`src/rtl/pc_fetch_unit.sv`:
```
// pc_fetch_unit: program counter, ROM fetch, branch-target LUT and halt detection for the X9 core
module pc_fetch_unit #(
  parameter int PC_W = 10,
  parameter int INSTR_W = 9,
  parameter int LUT_AW = 5,
  parameter logic [INSTR_W-1:0] HALT_INSTR = 9'h1FF
) (
  input  logic               clk,
  input  logic               reset,
  input  logic               stall,
  input  logic               branch_en,
  input  logic [LUT_AW-1:0]  branch_idx,
  input  logic               lut_we,
  input  logic [LUT_AW-1:0]  lut_waddr,
  input  logic [PC_W-1:0]    lut_wdata,
  output logic [PC_W-1:0]    rom_addr,
  input  logic [INSTR_W-1:0] rom_data,
  output logic [PC_W-1:0]    pc,
  output logic [INSTR_W-1:0] instr,
  output logic               instr_valid,
  output logic               done
);
  typedef enum logic {RUN, HALTED} state_t;
  state_t state, state_n;
  logic [PC_W-1:0] pc_n;
  logic [INSTR_W-1:0] instr_n;
  logic valid_n, done_n;
  logic [PC_W-1:0] lut [2**LUT_AW];
  assign rom_addr = pc;
  always_comb begin
    state_n = state;
    pc_n = pc;
    instr_n = instr;
    valid_n = instr_valid;
    done_n = done;
    if (state == HALTED) valid_n = 1'b0;
    else if (branch_en) begin
      pc_n = lut[branch_idx];
      instr_n = '0;
      valid_n = 1'b0;
    end else if (!stall) begin
      instr_n = rom_data;
      valid_n = 1'b1;
      // the halt word is captured but the pc stays on it
      if (rom_data == HALT_INSTR) begin
        done_n = 1'b1;
        state_n = HALTED;
      end else pc_n = pc + 1'b1;
    end
  end
  always_ff @(posedge clk) begin
    if (reset) begin
      state <= RUN;
      pc <= '0;
      instr <= '0;
      instr_valid <= 1'b0;
      done <= 1'b0;
      for (int i = 0; i < 2**LUT_AW; i++) lut[i] <= '0;
    end else begin
      state <= state_n;
      pc <= pc_n;
      instr <= instr_n;
      instr_valid <= valid_n;
      done <= done_n;
      if (lut_we) lut[lut_waddr] <= lut_wdata;
    end
  end
endmodule

```
`config.mk`:
```
export PLATFORM = sky130hd
export DESIGN_NAME = pc_fetch_unit
export DESIGN_NICKNAME = d
export VERILOG_FILES = /design/src/rtl/pc_fetch_unit.sv
export SDC_FILE = /design/constraint.sdc
export NUM_CORES = 1
export LEC_CHECK = 0
export ABC_AREA = 1
export ABC_CLOCK_PERIOD_IN_PS = 2910
export CORE_MARGIN = 1.5
export CORE_UTILIZATION = 65
export DETAILED_ROUTE_END_ITERATION = 6
export PLACE_DENSITY_LB_ADDON = 0.25
export SYNTH_ARGS = -nofsm -noshare
export SYNTH_HDL_FRONTEND = slang
export SYNTH_SLANG_ARGS = --single-unit
```
`constraint.sdc`:
```
create_clock -name clk -period 2.91 [get_ports clk]
set_clock_uncertainty 0.2 [all_clocks]
set_input_delay 0.582 -clock clk [delete_from_list [all_inputs] [get_ports clk]]
set_output_delay 0.582 -clock clk [all_outputs]
set_load 0.02 [all_outputs]
```
==> results by group <==
Status
  – Status: completed

Global routing
  – Gr usage total: between 30% and 40%
  – First-pass GRT wire length: around 63000 um
  – Largest net degree at the start of global routing: 107
  – Final global-route overflow total: 0
  – Initial antenna violation count: 0
  – Vias in the first global route: 11800

Synthesis
  – Ys async rst share: 0%
  – Share of the synthesized area in the top cell type: 60.2%
  – Count of cell types in the netlist: 26
  – Post-synthesis sequential area ratio: a little over three fifths
  – Number of synthesis warnings: 0
  – Post-synth EDFFs: 320
  – Syn Nets: 1757
  – Most numerous cell in the Yosys netlist: nand2_1
  – Post-Syn Instances: between 1500 and 2000
  – Syn Area/Cell: ~9 um2
  – Synthesis-stage register bit count: roughly 340
  – Ys flop type: edfxtp_1
  – Synth top area cells: edfxtp_1 (60%), nand2_1 (12%), nand3_1 (8.2%), nor2_1 (7.8%), dfxtp_1 (2.8%)
  – Post-synth top area cell: edfxtp_1
  – Post-synth top cells: nand2_1 (526), nor2_1 (333), edfxtp_1 (320), nand3_1 (262), buf_2 (61)
  – Syn Std Cell Area: around 0.016 mm2

Critical path
  – Setup crit end: rom_addr[0]
  – Startpoint types: flip-flop
  – Number of stages on the worst setup path: 1
  – Arrival @ worst endpoint: between 1.5 and 2 ns
  – Req. time, crit path: about 2.1 ns
  – Slowest stage delay, CP: around 0.66 ns
  – CP delay by family, top: buffers and inverters
  – Critical-path cell list: clkdlybuf4s50_1
  – Buf/Inv on CP: 1
  – Cells on worst reg2reg path: 8
  – Critical path's slowest cell: clkdlybuf4s50_1
  – Setup CP Type: flip-flop to output pin
  – Crit. End Element: output pin
  – Reg2reg end: pc[6]$_SDFFE_PP0P_
  – R2r startpoint: pc[0]$_SDFFE_PP0P_
  – CP Launch Point: pc[0]$_SDFFE_PP0P_
  – Max FO, Critical Path: 8
  – Flop2flop setup slack: around 1.1 ns

Timing
  – Slew @ Worst Pin: a little over 0.6 ns
  – Min Tclk post-route: 2.43 ns
  – Final setup viols: 0
  – Hold Vio Cnt, Final: 0
  – Fmax: about 410 MHz
  – Fin Hold WS: 0.257 ns
  – Tcrit/Tclk final: ~83%
  – TNS Setup: 0 ns
  – Unrepaired setup endpoints after global routing: false
  – Max transition margin: about 60%
  – Max-slew violations: 0

CTS
  – Clock transition at path regs: approximately 0.060 ns
  – Setup Fix Bufs, Post-CTS: 0
  – CTS root buffer: clkbuf_16
  – CTS tree: yes
  – Num CTS Buffers: 37
  – Cts repair resizes: 0
  – Clk_lat worst skew: between 0.5 and 0.6 ns
  – CTS hold repair buffers: 0
  – Maximum root-to-sink buffer count: 3
  – Number of H-tree levels: 2
  – TritonCTS Sinks: ~340

Power and ir drop
  – Worst vdd ir: around 0.44 mV
  – Leakage power: slightly above 7 nW
  – Overall power: approximately 11 mW
  – Power per cell area: slightly above 600 mW/mm2

Floorplanning
  – Rows: between 50 and 60
  – Die footprint: between 0.02 and 0.03 mm2
  – Top Ports: 65
  – Die X-Extent: around 160 um
  – Die height: between 150 and 200 um
  – Core box area: approximately 0.024 mm2
  – Starting Density: 66.0%

Routing
  – Post-DR vias/cell: 5.93
  – DRT iter0 DRCs: ~1700
  – Drt pass-1 iters: 6
  – Via count: between 10000 and 15000
  – DRC Markers: 0
  – Avg WL per Cell: around 19 um
  – Drt total wl: slightly above 40000 um
  – Antenna Nets Post-Route: 0

Job
  – Maxcap violations: 0

Cells and area
  – Syn-to-layout area delta: 13.7%
  – ANT cells: 0
  – Fraction of layout cells with a size suffix above 1: 7.73%
  – # fillers: between 1500 and 2000
  – Final net count: 1794

Placement
  – Routability congestion estimate: approximately 0.9
  – IO Port Bufs: 64
  – DP HPWL: between 20000 and 25000 um

Hold path
  – Worst Hold Class: flip-flop to flip-flop
kinds of logic (layout without fill, tap and decap cells):
| family | after synthesis | after routing | share of synthesized area [%] |
|---|---|---|---|
| compound gates | 45 | 45 | 1.44 |
| fa+ha+maj | 1 | 1 | 0.0784 |
| flops | 342 | 342 | 63.0 |
| xor+xnor | 2 | 2 | 0.110 |
| simple gates | 1145 | 1145 | 29.5 |
| buf+inv | 187 | 250 | 5.87 |
placed cells by master (no fill, tap or decap), types with 2 or more instances in the layout:
master and n:
nand2_1 526, nor2_1 333, edfxtp_1 320, nand3_1 262
buf_4 67, clkdlybuf4s50_1 62, clkbuf_16 39, inv_1 35
a21oi_1 27, dfxtp_1 22, buf_12 16, o21ai_0 14
nor3_1 13, clkbuf_1 12, clkinv_1 8, nand4_1 5
nor3_4 4, inv_2 3, clkinv_2 3, xor2_1 2
a31oi_1 2
flip-flops by register name (all words and copies together) (netlist names):
name         cells
lut            320
pc              10
instr            9
done             1
instr_valid      1
state            1
worst min path at each step:
| stage | start | to | slack, ns | cells after the start |
|---|---|---|---|---|
| after floorplan | state$_SDFF_PP0_ | instr_valid$_SDFFE_PP0N_ | 0.22 | 1 |
| after global placement | state$_SDFF_PP0_ | instr_valid$_SDFFE_PP0N_ | 0.23 | 1 |
| after detailed placement | state$_SDFF_PP0_ | instr_valid$_SDFFE_PP0N_ | 0.25 | 1 |
| after CTS | state$_SDFF_PP0_ | instr_valid$_SDFFE_PP0N_ | 0.25 | 1 |
| after global routing | instr[0]$_SDFFE_PP0P_ | instr[0]$_SDFFE_PP0P_ | 0.28 | 2 |
| final | state$_SDFF_PP0_ | instr_valid$_SDFFE_PP0N_ | 0.26 | 1 |
through the flow:
step	utilization, %	instances	area (um2)	setup WS (ns)
2_1_floorplan	-	1722	16000	0.740
3_3_place_gp	70.4	2044	17000	0.168
3_5_place_dp	70.4	2044	17000	0.0979
4_1_cts	75.0	2109	18100	0.478
5_1_grt	75.0	2109	18100	0.432
6_report	75.0	2109	18100	0.483
power breakdown:
| part | leakage [nW] | switching (mW) | internal [mW] | total (mW) |
|---|---|---|---|---|
| combinational | 3.49 | 0.749 | 0.348 | 1.10 |
| sequential | 3.22 | 0.0935 | 5.63 | 5.73 |
| clock | 0.544 | 1.82 | 2.54 | 4.37 |
final cells by class:
cell class	count	area (um2)	share of cell area [%]
well taps	324	405	2.24
clock inverters	14	95.1	0.524
flip-flops and latches	342	10000	55.4
inverters	39	149	0.821
repair buffers	146	1450	7.99
multi-input cells	1193	4970	27.4
clock buffers	51	1020	5.63
layer usage:
| layer | track usage (%) | routed length, um | vias to the layer above |
|---|---|---|---|
| met5 | 0 | 0 | - |
| met4 | 14.2 | 1740 | 0 |
| met3 | 6.08 | 4860 | 134 |
| met2 | 51.5 | 18800 | 833 |
| met1 | 43.8 | 15200 | 5755 |
| li1 | - | - | 5774 |
No activity file was read; power rests on OpenSTA's default activity.
==> variant 1: new RTL, same flow settings <==
Take the reset off `instr` and load it in a clocked block of its own.
--- a/src/rtl/pc_fetch_unit.sv
+++ b/src/rtl/pc_fetch_unit.sv
@@ -52,18 +52,20 @@
     if (reset) begin
       state <= RUN;
       pc <= '0;
-      instr <= '0;
       instr_valid <= 1'b0;
       done <= 1'b0;
       for (int i = 0; i < 2**LUT_AW; i++) lut[i] <= '0;
     end else begin
       state <= state_n;
       pc <= pc_n;
-      instr <= instr_n;
       instr_valid <= valid_n;
       done <= done_n;
       if (lut_we) lut[lut_waddr] <= lut_wdata;
     end
   end
+
+  always_ff @(posedge clk) begin
+    instr <= instr_n;
+  end
 endmodule
 
Check against the original RTL: not equivalent (Yosys sat finds a counterexample within 4 cycles, from zero or initial values and one cycle with reset high).
==> variant 1 against the original RTL <==
Cell area is essentially flat. Setup slack got worse by 0.019 ns. Sequential cell count unchanged. Non-clock buffer count up 8. Wire length down 1.7%. Synthesized area fell by 0.45%. Via count shrank 1.5%. Power rose by 2.5%.
==> variant 1: results (changes against the original RTL) <==
| Metric | Value |
|---|---|
| Status | finished clean |
| Regs by FF count | lut (320), pc (10), instr (9) |
| Wire length per cell | 19.3 µm (about the same) |
| Gpl congestion | 0.896 (+2.3%) |
| PortBufs | 64 (unchanged) |
| Total GRT Usage | 0.316 (-0.00712) |
| Seq/Total Area, Yosys | 0.638 (+0.00855) |
| HPWL Detailed | 24.6 mm (-0.67%) |
| Area after DPL | 16900 µm² (-0.46%) |
| Vias in the first global route | 11500 (-2.5%) |
| Netlist cell types | 23 (-12%) |
| Worst-Skew Late Latency | 0.52 ns (about the same) |
| Post-cts resize count | 0 (unchanged) |
| Crit path DAT | roughly 1.7 ns |
| Peak supply drop | 444 µV (+0.10%) |
| Detailed Route Iter0 Violations | 1750 (+0.23%) |
| Root buffer cell | clkbuf_16 |
| Slowest stage cell, crit path | clkdlybuf4s50_1 |
| Vias per cell | 5.94 (+0.18%) |
| Largest delay contributor family on the critical path | buffers and inverters |
| Placed cells | 2011 (-1.6%) |
| Initial antenna violation count | 0 (unchanged) |
| Largest net degree at the start of global routing | 80 (-25%) |
| Htree depth | 2 (unchanged) |
| Worst min-delay path class | reg2reg |
| Post-CTS Setup Bufs | 0 (unchanged) |
| Commonest cells in the netlist | nand2_1, nor2_1, edfxtp_1 |
| Dominant synthesized flop cell | edfxtp_1 |
| Max reg flops | 320 (unchanged) |
| Critical Path Fanout Max | 9 (+1) |
| First-pass GRT wire length | 60.7 mm (-3.5%) |
| # diodes | 0 (unchanged) |
| Slew @ Worst Pin | 0.614 ns (-0.000710 ns) |
| Synth top area cells | edfxtp_1, nand2_1, nand3_1, nor2_1, buf_2 |
| CTS Buf Count | 36 (-2.7%) |
| Synth warn | 0 (unchanged) |
| # nets final | 1760 (-1.9%) |
| Syn nets | 1714 (-2.4%) |
| Pleak | 0.00726 µW (about the same) |
| Non-filler instance count after layout | 2074 (-1.7%) |
| Fraction of layout cells with a size suffix above 1 | 0.0863 (+0.00897) |
| Cells after synthesis | 1679 (-2.5%) |
| EDFF count, synth | 329 (+2.8%) |
| Pre-Repair DR Iteration Count | 6 (unchanged) |
| Max Root-Sink Buffers | 3 (unchanged) |
| Clk slew on worst S/H paths | 0.06 ns (about the same) |
| Fraction of registers with async set/reset | 0 (unchanged) |
| CP peak stage delay | 0.67 ns |
[variant 1: cell count changes after synthesis, moves of 3 or more]
cell,before,now
a21oi_1,27,19
nand4_1,5,2
o21ai_0,14,11
nor2_1,333,346
nand3_1,262,275
edfxtp_1,320,329
dfxtp_1,22,13
nand2_1,526,477
[variant 1: worst paths after layout]
kind | startpoint | endpoint | slack [ns] | cells after the start
max reg2reg | pc[0] | pc[8] | 1.14 | 7
max | pc[0] | rom_addr[0] | 0.46 | 1
min | state | instr_valid | 0.27 | 1
min reg2reg | state | instr_valid | 0.27 | 1
[variant 1: metal layers]
metal,global-route usage,routed length [µm],vias up
met2,0.520,19200,824
met5,0,0,-
met1,0.415,14400,5715
li1,-,-,5650
met4,0.138,1510,0
met3,0.0570,4920,122
[variant 1: logic make-up after synthesis]
group,count (synthesis),synth area share
AOI/OAI and AO/OA,30,0.00945
xor gates and xnor gates,5,0.00276
DFF,342,0.638
adders and majority gates,1,0.000788
and+or+nand+nor,1118,0.291
buffers and inverters,183,0.0580
[variant 1: layout make-up]
class | count | area [µm²]
Multi-Input combinational cell | 1154 | 4820
Fill cell | 1604 | 6040
Inverter | 37 | 144
Tap cell | 324 | 405
Sequential cell | 342 | 10100
Clock buffer | 42 | 945
Timing Repair Buffer | 154 | 1430
Clock inverter | 21 | 244
[variant 1: power breakdown]
part / total (µW) / internal [µW] / switching [µW]
logic: 1100 / 349 / 746
registers: 5750 / 5660 / 94.8
clock network: 4620 / 2780 / 1840
[variant 1: through the flow]
step                      utilization  hold slack, ns  setup slack (ns)
after floorplan                     -           0.242             0.740
after global placement          0.701           0.253             0.181
after detailed placement        0.701           0.266            0.0925
after CTS                       0.750           0.275             0.464
after global routing            0.750           0.315             0.418
final                           0.750           0.275             0.464
==> variant 2: new RTL, same settings <==
Without the edit above. `INSTR_W`: 9 -> 18.
--- a/src/rtl/pc_fetch_unit.sv
+++ b/src/rtl/pc_fetch_unit.sv
@@ -1,7 +1,7 @@
 // pc_fetch_unit: program counter, ROM fetch, branch-target LUT and halt detection for the X9 core
 module pc_fetch_unit #(
   parameter int PC_W = 10,
-  parameter int INSTR_W = 9,
+  parameter int INSTR_W = 18,
   parameter int LUT_AW = 5,
   parameter logic [INSTR_W-1:0] HALT_INSTR = 9'h1FF
 ) (
Ports: changed (resized instr and rom_data); port bits go from 65 to 83. No check against the original RTL was run, so the function may have changed too.
==> variant 2 against the original RTL <==
Maximum frequency is 0.84% lower. Cell area is 2.0% higher. Sequential share of layout area is 0.14 points lower. Synthesized area is 2.2% higher. Power is 0.36% lower. Wire length is 2.0% higher. Sequential cell count is 9 higher. Setup slack worse by 0.021 ns. First-iteration DRC count is 2.5% higher. Global-route usage is 0.082 points higher. Clock power is 4.8% lower. Core utilization is 0.64 points higher. Highest routed layer unchanged.
==> variant 2: results (changes against the original RTL) <==
| Metric | Value |
|---|---|
| Syn nets | 1808 (+2.9%) |
| # nets final | 1858 (+3.6%) |
| Pleak | 0.00736 µW (+1.3%) |
| Largest delay contributor family on the critical path | buffers and inverters |
| Seq/Total Area, Yosys | 0.627 (-0.00277) |
| Critical Path Fanout Max | 6 (-2) |
| Fraction of layout cells with a size suffix above 1 | 0.0768 (-0.000555) |
| Post-CTS Setup Bufs | 0 (unchanged) |
| Vias per cell | 5.95 (+0.48%) |
| Total GRT Usage | 0.324 (+0.000823) |
| Crit path DAT | 1.67 ns (+0.02 ns) |
| PortBufs | 82 (+28%) |
| Largest net degree at the start of global routing | 121 (+13%) |
| Vias in the first global route | 12100 (+2.2%) |
| First-pass GRT wire length | 63.9 mm (+1.6%) |
| Gpl congestion | 0.920 (+5.1%) |
| Status | finished clean |
| Detailed Route Iter0 Violations | 1789 (+2.5%) |
| Synth top area cells | edfxtp_1, nand2_1, nand3_1, nor2_1, dfxtp_1 |
| HPWL Detailed | 25.3 mm (+2.4%) |
| Regs by FF count | lut (320), instr (18), pc (10) |
| Peak supply drop | 533 µV (+20%) |
| Commonest cells in the netlist | nand2_1, nor2_1, edfxtp_1 |
| Total wire length | 41.4 mm (+2.0%) |
| Netlist cell types | 29 (+12%) |
| Synth warn | 0 (unchanged) |
| Crit. Startpoint | pc[2] |
| Slew HR | 0.589 (-0.00102) |
| Dpl ws | 0.151 ns (+0.0533 ns) |
## variant 2: changes by cell type in the layout (fill, tap and decap cells not counted), moves of 4 or more
cell             unedited run  this run
inv_1                      35        44
clkdlybuf4s50_1            62        80
nand3_1                   262       288
clkbuf_16                  39        35
nand2_1                   526       513
or2_2                       0         4
nor2_1                    333       337
buf_12                     16        11
o21ai_0                    14         5
a21oi_1                    27        37
dfxtp_1                    22        31
buf_4                      67        73
## variant 2: layer usage
metal,wire (µm),part of all wire,vias to the layer above,track usage
li1,-,-,5928,-
met1,15200,0.37,5911,0.442
met2,19300,0.47,884,0.510
met3,5320,0.13,143,0.0624
met4,1630,0.039,0,0.143
met5,0,0,-,0
## variant 2: where the power goes
part	leakage (µW)	internal, µW	total, µW	switching [µW]
Combinational	0.00356	365	1130	766
Sequential	0.00330	5760	5860	102
Clock	0.000500	2370	4160	1790
## variant 2: worst paths after layout
| check | endpoint | depth (start not counted) | slack (ns) |
|---|---|---|---|
| max | pc[2] | 1 | 0.46 |
| min | instr[3] | 2 | 0.26 |
| max reg2reg | pc[8] | 8 | 1.04 |
| min reg2reg | instr[3] | 2 | 0.26 |
## variant 2: per-stage QoR
step	hold WS (ns)	std cells	instance area [µm²]	util
floorplan	0.261	1764	16300	-
global placement	0.244	2101	17500	0.714
detailed placement	0.253	2101	17500	0.714
CTS	0.262	2161	18500	0.757
global route	0.278	2161	18500	0.757
finish	0.261	2161	18500	0.757
## variant 2: logic make-up (layout without fill, tap and decap cells)
group / after synthesis / count (layout) / synth area share
adders and majority gates: 1 / 1 / 0.000767
and+or+nand+nor: 1163 / 1163 / 0.295
AOI/OAI and AO/OA: 46 / 46 / 0.0146
buffers and inverters: 201 / 274 / 0.0616
xor gates and xnor gates: 2 / 2 / 0.00107
DFF: 351 / 351 / 0.627
## variant 2: layout make-up
cell class / count / area [µm²]
fill: 1664 / 5950
timing repair buffer: 165 / 1570
clock buffer: 51 / 956
tap: 324 / 405
clock inverter: 9 / 76.3
multi-input combinational: 1212 / 5080
sequential: 351 / 10200
inverter: 49 / 189
